## src/rtl/nsdp_checker_pkg.sv

```systemverilog
// Shared types and widths for the NSDP checker run controller.
// Holds the run-state encoding, default bus widths and expected-field layout.
package nsdp_checker_pkg;

  typedef enum logic [1:0] {
    ST_IDLE    = 2'd0,
    ST_RUNNING = 2'd1,
    ST_HALTED  = 2'd2
  } run_state_e;

  localparam int ERR_W_DEF  = 18;
  localparam int DATA_W_DEF = 512;
  localparam int CNT_W_DEF  = 64;

  localparam int FDATA_W = 32;
  localparam int TADDR_W = 64;
  localparam int FC_W    = 32;
  localparam int SEQ_W   = 16;
  localparam int ECNT_W  = 32;

  typedef struct packed {
    logic [FDATA_W-1:0] fdata;
    logic [TADDR_W-1:0] taddr;
    logic [FC_W-1:0]    fc;
    logic [SEQ_W-1:0]   seq;
  } exp_fields_t;

  // Increment that sticks at all-ones instead of wrapping.
  function automatic logic [ECNT_W-1:0] sat_inc(input logic [ECNT_W-1:0] v);
    return (&v) ? v : v + ECNT_W'(1);
  endfunction

endpackage

```

## src/rtl/nsdp_activity_timer.sv

```systemverilog
// Loadable down-counter; active is a registered "count is nonzero" flag that
// tracks the counter's next value so it rises on the same edge as the load.
module nsdp_activity_timer
  import nsdp_checker_pkg::*;
#(
  parameter int unsigned ACTIVE_TIMEOUT = 25000000
) (
  input  logic clk,
  input  logic reset,
  input  logic load,
  output logic active
);

  localparam int TMR_W = $clog2(ACTIVE_TIMEOUT + 1);
  localparam logic [TMR_W-1:0] LOAD_VAL = TMR_W'(ACTIVE_TIMEOUT);

  logic [TMR_W-1:0] count_q, count_d;
  logic             active_q, active_d;

  always_comb begin
    count_d = count_q;
    if (load) begin
      count_d = LOAD_VAL;
    end else if (count_q != '0) begin
      count_d = count_q - TMR_W'(1);
    end
    active_d = (count_d != '0);
  end

  always_ff @(posedge clk or posedge reset) begin
    if (reset) begin
      count_q  <= '0;
      active_q <= 1'b0;
    end else begin
      count_q  <= count_d;
      active_q <= active_d;
    end
  end

  assign active = active_q;

endmodule

```

## src/rtl/nsdp_result_ctl.sv

```systemverilog
// Run controller for the NSDP packet checker: run/halt sequencing, result
// counters and a first-error snapshot, all presented as registered outputs.
module nsdp_result_ctl
  import nsdp_checker_pkg::*;
#(
  parameter int unsigned ACTIVE_TIMEOUT = 25000000,
  parameter int          ERR_W          = ERR_W_DEF,
  parameter int          DATA_W         = DATA_W_DEF,
  parameter int          CNT_W          = CNT_W_DEF
) (
  input  logic              clk,
  input  logic              reset,
  input  logic              start,
  input  logic              stop,
  input  logic              clear_error,
  input  logic              res_valid,
  input  logic              res_malformed,
  input  logic [ERR_W-1:0]  res_error,
  input  logic [DATA_W-1:0] res_data,
  input  logic [31:0]       res_exp_fdata,
  input  logic [63:0]       res_exp_taddr,
  input  logic [31:0]       res_exp_fc,
  input  logic [15:0]       res_exp_seq,
  output logic              checker_enable,
  output logic              run_status,
  output logic              eth_active,
  output logic [ERR_W-1:0]  error,
  output logic [DATA_W-1:0] error_data,
  output logic [31:0]       expected_fdata,
  output logic [63:0]       expected_taddr,
  output logic [31:0]       expected_fc,
  output logic [15:0]       expected_seq,
  output logic [CNT_W-1:0]  packets_rcvd,
  output logic [CNT_W-1:0]  malformed_packets,
  output logic [31:0]       error_count
);

  run_state_e        state_q, state_d;
  logic              run_q, run_d;
  logic [CNT_W-1:0]  pkt_q, pkt_d;
  logic [CNT_W-1:0]  mal_q, mal_d;
  logic [ECNT_W-1:0] error_count_q, error_count_d;
  logic [ERR_W-1:0]  err_q, err_d;
  logic [DATA_W-1:0] data_q, data_d;
  exp_fields_t       exp_q, exp_d;
  logic              has_err;

  assign has_err = (res_error != '0);

  // Commands are mutually exclusive by priority; a lower one only acts when
  // every higher one is absent or has no effect in the current state.
  always_comb begin
    state_d       = state_q;
    pkt_d         = pkt_q;
    mal_d         = mal_q;
    error_count_d = error_count_q;
    err_d         = err_q;
    data_d        = data_q;
    exp_d         = exp_q;

    if (start) begin
      state_d       = ST_RUNNING;
      pkt_d         = '0;
      mal_d         = '0;
      error_count_d = '0;
      err_d         = '0;
      data_d        = '0;
      exp_d         = '0;
    end else if (stop && (state_q != ST_IDLE)) begin
      state_d = ST_IDLE;
    end else if (clear_error && (state_q == ST_HALTED)) begin
      state_d = ST_RUNNING;
      err_d   = '0;
      data_d  = '0;
      exp_d   = '0;
    end else if (res_valid && (state_q != ST_IDLE)) begin
      pkt_d = pkt_q + CNT_W'(1);
      if (res_malformed) begin
        mal_d = mal_q + CNT_W'(1);
      end
      if (has_err) begin
        error_count_d = sat_inc(error_count_q);
        // Only the first error after start/clear is kept; HALTED freezes it.
        if (state_q == ST_RUNNING) begin
          state_d     = ST_HALTED;
          err_d       = res_error;
          data_d      = res_data;
          exp_d.fdata = res_exp_fdata;
          exp_d.taddr = res_exp_taddr;
          exp_d.fc    = res_exp_fc;
          exp_d.seq   = res_exp_seq;
        end
      end
    end

    run_d = (state_d == ST_RUNNING);
  end

  always_ff @(posedge clk or posedge reset) begin
    if (reset) begin
      state_q       <= ST_IDLE;
      run_q         <= 1'b0;
      pkt_q         <= '0;
      mal_q         <= '0;
      error_count_q <= '0;
      err_q         <= '0;
      data_q        <= '0;
      exp_q         <= '0;
    end else begin
      state_q       <= state_d;
      run_q         <= run_d;
      pkt_q         <= pkt_d;
      mal_q         <= mal_d;
      error_count_q <= error_count_d;
      err_q         <= err_d;
      data_q        <= data_d;
      exp_q         <= exp_d;
    end
  end

  // Activity is independent of run state: any result, even one discarded by
  // start, keeps the link marked active.
  nsdp_activity_timer #(
    .ACTIVE_TIMEOUT(ACTIVE_TIMEOUT)
  ) u_activity_timer (
    .clk   (clk),
    .reset (reset),
    .load  (res_valid),
    .active(eth_active)
  );

  assign checker_enable    = run_q;
  assign run_status        = run_q;
  assign error             = err_q;
  assign error_data        = data_q;
  assign expected_fdata    = exp_q.fdata;
  assign expected_taddr    = exp_q.taddr;
  assign expected_fc       = exp_q.fc;
  assign expected_seq      = exp_q.seq;
  assign packets_rcvd      = pkt_q;
  assign malformed_packets = mal_q;
  assign error_count       = error_count_q;

endmodule

```

## config.mk

```make
export PLATFORM = sky130hd
export DESIGN_NAME = nsdp_result_ctl
export DESIGN_NICKNAME = d
export VERILOG_FILES = /design/src/rtl/nsdp_checker_pkg.sv /design/src/rtl/nsdp_activity_timer.sv /design/src/rtl/nsdp_result_ctl.sv
export SDC_FILE = /design/constraint.sdc
export NUM_CORES = 2
export LEC_CHECK = 0
export BUFFER_PORTS_ARGS = -buffer_cell sky130_fd_sc_hd__buf_2
export CAP_MARGIN = 5
export CORE_AREA = 2 2 591 593
export DETAILED_ROUTE_END_ITERATION = 12
export DIE_AREA = 0 0 593 595
export PLACE_DENSITY = 0.37
export SYNTH_ARGS = -nofsm -noshare
export SYNTH_HDL_FRONTEND = slang
export SYNTH_HIERARCHICAL = 1
export SYNTH_SLANG_ARGS = --single-unit
```

## constraint.sdc

```tcl
create_clock -name clk -period 28.7 [get_ports clk]
set_input_delay 5.74 -clock clk [delete_from_list [all_inputs] [get_ports clk]]
set_output_delay 5.74 -clock clk [all_outputs]
set_load 0.01 [all_outputs]
```

==> results.md <==
- Reg power frac: 38.3%
- Final Hold Fails: 0
- Worst ir drop on vdd: 47.2 uV
- Vias per cell: 4.45
- 1st-iter DRT viols: 5,096
- GP Congestion: 0.915
- Via count: 49,100
- Max cap viols: 0
- Switching share of power: 31.2%
- Critical path, cell by cell: buf_2 -> and3_1 -> o31a_2 -> buf_4 -> buf_4 -> buf_4 -> buf_4 -> buf_4 -> nand3b_1 -> a31oi_1
- Post-synth top area cell: dfrtp_1
- Post-cts resize count: 0
- RSZ-0062 raised after global routing: no
- Post-CTS setup buffers: 0
- EDFF count, synth: 0
- Fin util: 17.6%
- Sum Neg Setup Slack: 0 ns
- Clk network pwr share: 47.5%
- Grt ovf: 0
- Slowest cell on crit path: buf_4
- Minimum clock period: 10.93 ns
- Final worst setup slack: 17.77 ns
- CTS Hold Bufs: 0
- Status: finished, final reports clean
- Die ar.: 353,000 sq um
- Yosys warning total: 6
- Comb pwr share: 14.2%
- Final setup vio count: 0
- Clock buffer depth: 4
- GRT Util Overall: 17.8%
- Core box area: 347,000 sq um
- Critical path peak fanout: 85
- Worst Tran Pin Value: 1.46 ns
- Startpoint types: input pin
- Slew Limit Fails: 0
- Final Cycle Share: 38.1%
- Syn-to-layout area delta: 36.7%
- Synth top area share: 48.2%
- Cells after Synth: 5,024
- Top cells by instance count after synthesis: 863 x dfrtp_1, 752 x nand3_1, 733 x nand2_1, 677 x nand3b_1, 660 x a31oi_1
- DP Area: 56,800 sq um
- Max transition margin: 2.75%
- CP arrival: 11.70 ns
- Critical path endpoint category: flip-flop
- DR DRC count: 0
- DR pass1 iterations: 8
- Final-stage net count: 6,908
- Register area share after synthesis: 48.2%
- Sw power: 1.08 mW
- Final instance area: 61,300 sq um
- Clock sinks: 863
- Critical path's most frequent cell: buf_4
- Place WS: 16.95 ns
- DRT Wirelength: 329 mm
- Initial cell density of the core: 12.9%
- CTS tree: built
- Non-filler cells, final: 11,000
- Layout cell share with drive strength beyond 1: 29.4%
- Vias in the first global route: 46,000
- Pint: 2.39 mW
- Seq cells post-synth: 863
- Crit path largest cell delay: 0.90 ns
- Clock Skew: 0.0547 ns
- Unique masters post-synth: 69
- Top-level I/O count: 1,518
- CTS Buf Count: 125
- Routed len/inst: 29.8 um
- Max Fclk: 91.5 MHz
- Cell Pwr Density: 56.6 nW/um^2
- Syn nets: 5,709
- Synth top area cells: dfrtp_1 48%, nand3b_1 11%, a31oi_1 9.2%
- Worst Hold Class: flip-flop to flip-flop
- LEAKAGE: 25.2 nW
- Die height: 595 um
- Top FF cell, synth: dfrtp_1
- Setup CP Type: input pin to flip-flop
- FFs w/ async S/R, synth: 100%
- Syn_area_per_cell: 8.92 sq um
- Top-count cell post-synth: dfrtp_1
- Placed Instances: 10,700
- Largest net degree at the start of global routing: 230
- Rows: 217
- Detailed Place HPWL: 255 mm
- Die width: 593 um
- Worst skew pair latency: 0.91 ns
- Mapped cell area: 44,800 sq um
- Clock slew at reported path FFs: 0.06 ns
- Port bufs: 1,517
- Worst EP required: 29.47 ns
- Final ANT Viol Nets: 0
- Initial antenna violation count: 274
- Root Buffer Master: clkbuf_16
- H-tree Lvls: 3
- First-pass GRT wire length: 434 mm
==> state kept, by name, indices dropped and copies added (netlist names), 2 cells and up <==
name	count
expected_seq	16
packets_rcvd	64
expected_taddr	64
u_activity_timer/count_q	25
error_data	512
malformed_packets	64
error	18
expected_fc	32
state_q	2
expected_fdata	32
error_count	32
==> cells by family (layout without fill, tap and decap cells) <==
group / Yosys count / in the layout / synth area share [%]
muxes: 20 / 20 / 0.489
adders and majority gates: 4 / 4 / 0.112
xor gates and xnor gates: 39 / 39 / 0.762
buffers and inverters: 556 / 1858 / 4.99
AOI/OAI and AO/OA: 948 / 948 / 13.3
and+or+nand+nor: 2594 / 2594 / 32.2
other: 0 / 116 / 0
DFF: 863 / 863 / 48.2
==> layout make-up <==
cell class	count	area, sq um
Fill cell	39000	286000
Sequential cell	863	21600
Multi-Input combinational cell	3605	21000
Timing Repair Buffer	1600	8300
Tap cell	4599	5750
Clock buffer	184	3650
Clock inverter	46	562
Antenna cell	116	290
Inverter	28	109
==> layout by cell type (no fill, tap or decap), types with 52 or more instances in the layout <==
master	instances
dfrtp_1	863
o31ai_1	78
nand4_1	52
diode_2	116
buf_4	78
nand3_1	752
or4_1	79
buf_2	1515
a21oi_1	121
clkbuf_16	125
a31oi_1	660
nand2_1	733
nand3b_1	677
nor2_1	83
==> per-layer routing <==
metal | GRT usage, % | vias up | share of wire, %
met4 | 6.29 | 106 | 4.2
met1 | 20.8 | 24800 | 38
met3 | 8.47 | 646 | 12
li1 | - | 21100 | -
met2 | 28.2 | 2445 | 45
met5 | 0 | - | 0.20
==> worst max-delay path: cells and delay by family <==
family	cells	cell delay, ns
compound gates	2	0.62
buf+inv	6	4.42
simple gates	2	0.57
==> path summary, 6_finish.rpt <==
check / cells past startpoint / end / from / slack (ns)
worst max-delay path: 10 / error_data[57] / res_valid / 17.77
worst max register to register: 10 / error_data[57] / state_q[1] / 22.56
max in group asynchronous: 6 / error_data[143] / reset / 19.82
min in group asynchronous: 2 / error_count[4] / reset / 5.07
worst min-delay path: 2 / error_data[380] / error_data[380] / 0.55
worst min register to register: 2 / error_data[380] / error_data[380] / 0.55
==> power by group through the flow <==
stage,combinational [mW],sequential [mW],clock (mW)
global placement,0.504,1.35,0
floorplan,0.209,1.37,0
finish,0.493,1.33,1.64
detailed placement,0.504,1.35,0
global route,0.535,1.34,1.74
CTS,0.506,1.33,1.71
==> stage by stage <==
stage,hold WS (ns),power (mW)
finish,0.553,3.47
global route,0.570,3.62
CTS,0.555,3.54
detailed placement,0.545,1.85
global placement,0.539,1.85
floorplan,0.516,1.58
(Power assumes the default switching activity.)
